===== src/rtl/serial_add_ctrl_pkg.sv =====
// Shared definitions for the bit-serial adder/subtractor controller:
// FSM state encoding and counter sizing.
package serial_add_ctrl_pkg;

  typedef enum logic [1:0] {
    IDLE = 2'd0,
    RUN  = 2'd1,
    DONE = 2'd2
  } state_t;

  // Ceiling log2, never below 1 so a counter always has at least one bit.
  function automatic int unsigned clog2(input int unsigned value);
    int unsigned r;
    r = 0;
    while ((64'd1 << r) < 64'(value)) r++;
    return (r == 0) ? 1 : r;
  endfunction

endpackage


===== src/rtl/serial_add_ctrl_if.sv =====
// Operand/result bundle between a requester (master) and the serial adder (slave).
interface serial_add_ctrl_if #(
  parameter int unsigned WIDTH = 8
);
  import serial_add_ctrl_pkg::*;

  logic             start;
  logic             sub;
  logic [WIDTH-1:0] a;
  logic [WIDTH-1:0] b;
  logic             cin;
  logic             busy;
  logic             done;
  logic [WIDTH-1:0] sum;
  logic             cout;
  logic             ovf;

  modport master (
    output start, sub, a, b, cin,
    input  busy, done, sum, cout, ovf
  );

  modport slave (
    input  start, sub, a, b, cin,
    output busy, done, sum, cout, ovf
  );

endinterface


===== src/rtl/serial_add_ctrl_full_adder_bit.sv =====
// One-bit combinational full-adder cell.
module full_adder_bit
  import serial_add_ctrl_pkg::*;
(
  input  logic a,
  input  logic b,
  input  logic ci,
  output logic s,
  output logic co
);

  assign s  = a ^ b ^ ci;
  assign co = (a & b) | (a & ci) | (b & ci);

endmodule


===== src/rtl/serial_add_ctrl.sv =====
// Bit-serial add/subtract controller: feeds one full-adder cell LSB first over
// WIDTH cycles with a registered carry, then pulses done for one cycle.
module serial_add_ctrl
  import serial_add_ctrl_pkg::*;
#(
  parameter int unsigned WIDTH = 8
) (
  input  logic              clk,
  input  logic              rst_n,
  serial_add_ctrl_if.slave  bus
);

  localparam int unsigned CW = clog2(WIDTH);

  state_t           r_state;
  logic [WIDTH-1:0] r_a;
  logic [WIDTH-1:0] r_b;
  logic [WIDTH-1:0] r_sum;
  logic [CW-1:0]    r_cnt;
  logic             r_carry;
  logic             r_cout;
  logic             r_ovf;
  logic             r_busy;
  logic             r_done;
  logic             w_s;
  logic             w_co;

  full_adder_bit u_fa (
    .a  (r_a[0]),
    .b  (r_b[0]),
    .ci (r_carry),
    .s  (w_s),
    .co (w_co)
  );

  always_ff @(posedge clk or negedge rst_n) begin
    if (!rst_n) begin
      r_state <= IDLE;
      r_a     <= '0;
      r_b     <= '0;
      r_sum   <= '0;
      r_cnt   <= '0;
      r_carry <= 1'b0;
      r_cout  <= 1'b0;
      r_ovf   <= 1'b0;
      r_busy  <= 1'b0;
      r_done  <= 1'b0;
    end else begin
      case (r_state)
        IDLE: begin
          r_done <= 1'b0;
          if (bus.start) begin
            r_a     <= bus.a;
            r_b     <= bus.b ^ {WIDTH{bus.sub}};
            r_carry <= bus.sub ? 1'b1 : bus.cin;
            r_cnt   <= '0;
            r_sum   <= '0;
            r_busy  <= 1'b1;
            r_state <= RUN;
          end
        end
        RUN: begin
          r_a     <= r_a >> 1;
          r_b     <= r_b >> 1;
          r_sum   <= {w_s, r_sum[WIDTH-1:1]};
          r_carry <= w_co;
          r_cnt   <= r_cnt + 1'b1;
          // On the MSB cycle the carry flop already holds carry-into-MSB.
          if (r_cnt == CW'(WIDTH - 1)) begin
            r_cout  <= w_co;
            r_ovf   <= r_carry ^ w_co;
            r_busy  <= 1'b0;
            r_done  <= 1'b1;
            r_state <= DONE;
          end
        end
        DONE: begin
          r_done  <= 1'b0;
          r_state <= IDLE;
        end
        default: begin
          r_busy  <= 1'b0;
          r_done  <= 1'b0;
          r_state <= IDLE;
        end
      endcase
    end
  end

  assign bus.busy = r_busy;
  assign bus.done = r_done;
  assign bus.sum  = r_sum;
  assign bus.cout = r_cout;
  assign bus.ovf  = r_ovf;

endmodule


===== src/flat_wrapper.sv =====
// flat-port wrapper written by rule: the top's interface ports become plain ports
module serial_add_ctrl_flat import serial_add_ctrl_pkg::*;
#(
  parameter int unsigned WIDTH = 8
)
  (clk, rst_n, bus_start, bus_sub, bus_a, bus_b, bus_cin, bus_busy, bus_done, bus_sum, bus_cout, bus_ovf);
  serial_add_ctrl_if #(.WIDTH(WIDTH)) bus_i ();
  input  logic clk;
  input  logic rst_n;
  input wire logic [$bits(bus_i.start)-1:0] bus_start;
  input wire logic [$bits(bus_i.sub)-1:0] bus_sub;
  input wire logic [$bits(bus_i.a)-1:0] bus_a;
  input wire logic [$bits(bus_i.b)-1:0] bus_b;
  input wire logic [$bits(bus_i.cin)-1:0] bus_cin;
  output wire logic [$bits(bus_i.busy)-1:0] bus_busy;
  output wire logic [$bits(bus_i.done)-1:0] bus_done;
  output wire logic [$bits(bus_i.sum)-1:0] bus_sum;
  output wire logic [$bits(bus_i.cout)-1:0] bus_cout;
  output wire logic [$bits(bus_i.ovf)-1:0] bus_ovf;
  assign bus_i.start = bus_start;
  assign bus_i.sub = bus_sub;
  assign bus_i.a = bus_a;
  assign bus_i.b = bus_b;
  assign bus_i.cin = bus_cin;
  assign bus_busy = bus_i.busy;
  assign bus_done = bus_i.done;
  assign bus_sum = bus_i.sum;
  assign bus_cout = bus_i.cout;
  assign bus_ovf = bus_i.ovf;
  serial_add_ctrl #(.WIDTH(WIDTH)) u_core (.clk(clk), .rst_n(rst_n), .bus(bus_i));
endmodule

===== config.mk =====
export PLATFORM = sky130hd
export DESIGN_NAME = serial_add_ctrl_flat
export DESIGN_NICKNAME = d
export VERILOG_FILES = /design/src/rtl/serial_add_ctrl_pkg.sv /design/src/rtl/serial_add_ctrl_if.sv /design/src/rtl/serial_add_ctrl_full_adder_bit.sv /design/src/rtl/serial_add_ctrl.sv /design/src/flat_wrapper.sv
export SDC_FILE = /design/constraint.sdc
export NUM_CORES = 1
export LEC_CHECK = 0
export ABC_AREA = 1
export BUFFER_PORTS_ARGS = -buffer_cell sky130_fd_sc_hd__buf_2
export CAP_MARGIN = 20
export CORE_ASPECT_RATIO = 0.75
export CORE_MARGIN = 2
export CORE_UTILIZATION = 58
export DETAILED_ROUTE_END_ITERATION = 10
export HOLD_SLACK_MARGIN = 0.1
export PLACE_DENSITY = 0.9
export SLEW_MARGIN = 30
export SYNTH_ARGS = -nofsm -noshare
export SYNTH_HDL_FRONTEND = slang
export SYNTH_SLANG_ARGS = --single-unit

===== constraint.sdc =====
create_clock -name clk -period 2.1 [get_ports clk]
set_clock_uncertainty 0.15 [all_clocks]
set_input_delay 0.63 -clock clk [delete_from_list [all_inputs] [get_ports clk]]
set_output_delay 0.63 -clock clk [all_outputs]
set_load 0.005 [all_outputs]

## After elaboration in Yosys (flattened, before gate mapping)

Cells that the tools add are included.
W data, S select, Z words.

| word-level totals | value |
|---|---|
| input bits | 21 |
| bits in registers | 34 |
| logic and storage cells | 51 |
| output and inout bits | 12 |

| cells by class | value |
|---|---|
| muxes and demuxes | 19 |
| reductions and logical operators | 6 |
| bitwise logic cells | 10 |
| add/subtract/negate cells | 1 |
| equal/unequal tests | 5 |

Operator list:

| operator | number |
|---|---|
| $pmux W8 S2 | 3 |
| $mux W8 | 3 |
| $xor A8 B8 Y8 | 1 |
| $mux W1 | 6 |
| $pmux W3 S2 | 1 |
| $reduce_and A2 Y1 | 3 |
| $mux W2 | 2 |
| $pmux W2 S2 | 1 |
| $add A3 B1 Y3 const B | 1 |
| $and A1 B1 Y1 | 3 |
| $eq A3 B3 Y1 const B | 1 |
| $mux W3 | 1 |
| $pmux W1 S3 | 1 |
| $reduce_and A3 Y1 | 1 |
| $xor A1 B1 Y1 | 3 |
| $eq A2 B1 Y1 const B | 1 |
| $eq A2 B2 Y1 const B | 1 |
| $logic_not A2 Y1 | 1 |
| $ne A2 B1 Y1 const B | 1 |
| $ne A2 B2 Y1 const B | 1 |
| $or A1 B1 Y1 | 2 |
| $pmux W1 S2 | 1 |
| $reduce_bool A2 Y1 | 1 |
| $not A1 Y1 | 1 |

## Logic depth before layout (Yosys ltp)

| depth | value |
|---|---|
| depth in word-level cells | 4 |
| depth in mapped cells | 6 |
| depth with buffers taken out | 6 |

## Hierarchy

From an unflattened synthesis, not the netlist that was laid out.

| unflattened totals | value |
|---|---|
| cells, all modules | 199 |
| area, all modules | 1625.3 sq um |

Modules (own cells, without submodules):

| module | area each (sq um) | times used | sequential area each (sq um) | cells each |
|---|---|---|---|---|
| serial_add_ctrl | 1605.3 | 1 | 850.8 | 198 |
| full_adder_bit | 20.0 | 1 | 0.0 | 1 |

## Worst setup path before layout

Ideal clock, no wire load.

| timing | value |
|---|---|
| path kind | input -> register |
| start point | in bus_start |
| end point | reg u_core.r_a[7] |
| library setup time | 116 ps |
| cell stages on the path | 6 |
| buffers on the path | 3 |
| required time | 1834 ps |
| slack | 626 ps |
| arrival | 1208 ps |
| path through | buf_4 nand2_2 buf_4 buf_6 nand3_1 nand2_1 |

| between the ends | value |
|---|---|
| word-level cells in the longest chain between the ends | 2 |

RTL lines:

| element | line | RTL |
|---|---|---|
| start, declared | flat_wrapper.sv:10 | `input wire logic [$bits(bus_i.start)-1:0] bus_start;` |
| $ne A2 B2 Y1 (no line) | -- |  |
| $reduce_and A2 Y1 (no line) | -- |  |
| end signal, assigned | serial_add_ctrl.sv:53 | `r_a <= bus.a;` |
| end signal, assigned | serial_add_ctrl.sv:63 | `r_a <= r_a >> 1;` |
| end, declared | serial_add_ctrl.sv:16 | `logic [WIDTH-1:0] r_a;` |

Every way passes these cells.
A chain may end at the register's enable or synchronous reset.

## Final worst setup path

| timing | value |
|---|---|
| start point | reg u_core.r_sum[6] (netlist: u_core.bus.sum[6]) |
| end point | out bus_sum[6] |

RTL lines:

| element | line | RTL |
|---|---|---|
| start, declared | serial_add_ctrl.sv:18 | `logic [WIDTH-1:0] r_sum;` |
| start signal, assigned | serial_add_ctrl.sv:65 | `r_sum <= {w_s, r_sum[WIDTH-1:1]};` |
| end, declared | flat_wrapper.sv:17 | `output wire logic [$bits(bus_i.sum)-1:0] bus_sum;` |

No word-level cell between the ends.

==> results by group <==
STA
  – Worst Tran Pin Value: about 0.47 ns
  – Final-report max-slew violation count: 0
  – Fmax achieved: approximately 630 MHz
  – Final cycle utilization of the critical path: 76.0%
  – Endpoints failing setup: 0
  – Hold Vio Cnt, Final: 0
  – Final TNS setup: 0 ns
  – Worst slew margin: around 69%
  – RSZ-0062 raised after global routing: no
  – Worst Hold Margin: around 0.21 ns
  – Tmin final: ~1.6 ns

Setup path
  – Critical Path Source: u_core.bus.sum[6]
  – Slowest cell on crit path: dfrtp_1
  – Crit path capture type: output port
  – Family with the most delay on the worst path: flip-flops
  – Worst Path Buf+Inv: 1
  – Critical Path AT: ~0.82 ns
  – Critical-path maximum fanout: 3
  – FF-to-FF End: u_core.bus.sum[7]
  – Kind of critical path: reg -> out
  – Reg2reg path depth: 5
  – R2R Setup Slk: 0.60 ns
  – CP Data Required Time: 1.32 ns
  – RR Startpoint: u_core.r_state[1]
  – Crit-path cells: buf_2
  – Startpoint Class: register
  – CP peak stage delay: around 0.4 ns

Die
  – Initial Utilization: between 60 and 70%
  – Die Ht: about 50 um
  – FP Rows: 16
  – Io pins: 33
  – Die area: 3270 sq um
  – Chip width: 65.4 um
  – Floorplan core area: 2640 sq um

Placed design
  – Port Buffers: 32
  – Dpl hpwl: ~2300 um
  – Placer Congestion: 0.818
  – DP Area: roughly 1800 sq um
  – DP Cell Count: ~270

CTS
  – Skew-Pair Late Insertion Delay: between 0.2 and 0.3 ns
  – TritonCTS clock tree: built
  – CTS H-tree depth: 2
  – Clock transition at path regs: roughly 0.070 ns
  – Clock root cell: clkbuf_8
  – CTS Buf Count: 5
  – Hold buffers post-CTS: 0
  – Setup bufs post-CTS: 0
  – Sink Count: 34
  – Clk buf depth: 2
  – # resized after CTS: 0

Layout
  – Nets: between 200 and 300
  – Fillers: ~220
  – Post-route cell area: around 1900 sq um
  – Final design utilization: between 70 and 80%
  – Non-Filler Instances: roughly 280
  – N_diodes: 0
  – Area Growth Syn to Fin: 16.3%
  – Fraction of layout cells with a size suffix above 1: around a fifth

Drt
  – DR WL/cell: about 12 um
  – Routed WL: roughly 3200 um
  – Via count: about 1400
  – DR pass1 iterations: 4
  – Vias per Instance: between 5 and 6
  – DRC Markers: 0
  – DR iter-0 viols: slightly above 70
  – Antenna-violating nets left: 0

Job
  – Max-cap violation count: 0

Pwr
  – VDD IR-drop max: around 0.90 mV
  – Leakage power: 0.00107 uW
  – Pwr dens: about 1300 nW/um^2

Hold path
  – Hold WC Path Type: in -> async

Synthesis
  – Register bit count reported by yosys: 34
  – Cell variety after synth: 18
  – Commonest cells in the netlist: 74 x nand2_1, 51 x nand3_1, 34 x dfrtp_1
  – Area share of the largest cell type after synthesis: 51.9%
  – Synth warnings: 0
  – Post-synth ARST share: between 90% and 100%
  – Top post-synthesis cells by area: dfrtp_1 52%, nand2_1 17%, nand3_1 16%
  – Most used flip-flop cell after synthesis: dfrtp_1
  – Synth area leader: dfrtp_1
  – Sequential-to-total area share from yosys stat: between 50% and 60%
  – Mapped Nets: about 230
  – Post-synthesis cell area: roughly 1600 sq um
  – Post-synth EDFFs: 0
  – Gate count of the mapped netlist: around 200
  – Most frequent cell after synthesis: nand2_1
  – Avg Cell Area, Syn: 8.04 sq um

GRT
  – Vias in the first global route: 1430
  – Total track usage: between 20% and 30%
  – GRT overflow: 0
  – Antenna violations before repair: 0
  – Global-route wire length before repair: slightly below 6000 um
  – Largest net degree at the start of global routing: 35

Outcome
  – Status: complete, no violations
how the worst max path moves through the flow:
stage	end	slack, ns	depth (start not counted)
after floorplan	u_core.r_a[7]	0.63	6
after global placement	u_core.r_b[5]	0.53	5
after detailed placement	u_core.r_b[5]	0.48	5
after CTS	bus_sum[6]	0.50	1
after global routing	bus_sum[7]	0.47	1
final	bus_sum[6]	0.50	1
metrics by stage:
step           power, uW  setup WS, ns
2_1_floorplan       1710         0.626
3_3_place_gp        1960         0.532
3_5_place_dp        2010         0.476
4_1_cts             2490         0.497
5_1_grt             2680         0.467
6_report            2470         0.505
cells in the final DEF (no fill, tap or decap), drive strengths merged:
master,synthesis,final
dfrtp,34,34
clkbuf,0,7
a21oi,1,1
nand2,75,75
clkinv,0,1
nor2,8,8
inv,16,16
o21ai,5,5
buf,10,37
ha,2,2
nand3,51,51
xor2,1,1
fa,1,1
cells by family (layout without fill, tap and decap cells):
family	after synthesis	after routing	synth area share, %
AND/OR/NAND/NOR	134	134	35.3
flip-flops	34	34	51.9
buffers and inverters	26	61	7.70
AO/OA/AOI/OAI	6	6	1.83
adder cells (fa/ha/maj)	3	3	2.75
XOR/XNOR	1	1	0.534
final cells by class:
type	count	area, sq um	share of cell area, %
repair buffers	37	198	10.4
inverters	16	60.1	3.15
multi-input cells	144	663	34.8
clock buffers	7	86.3	4.52
well taps	36	45.0	2.36
clock inverters	1	5.00	0.262
flip-flops and latches	34	851	44.6
routing by layer:
metal  vias up  part of all wire, %  global-route usage [%]
met2        52                   47                    39.6
met3         0                  5.6                    4.79
met5         -                    0                       0
met1       658                   47                    31.4
met4         0                    0                    4.17
li1        721                    -                       -
sequential cells by signal (all words and copies together) (netlist names):
name	count
u_core.bus.busy	1
u_core.bus.cout	1
u_core.bus.done	1
u_core.bus.ovf	1
u_core.bus.sum	8
u_core.r_a	8
u_core.r_b	8
u_core.r_carry	1
u_core.r_cnt	3
u_core.r_state	2
where the power goes:
part           switching [uW]  internal, uW
clock network             221           264
logic                     540           349
registers                 173           928
total                     934          1540
Note: power is estimated with default switching activity, not from simulation.
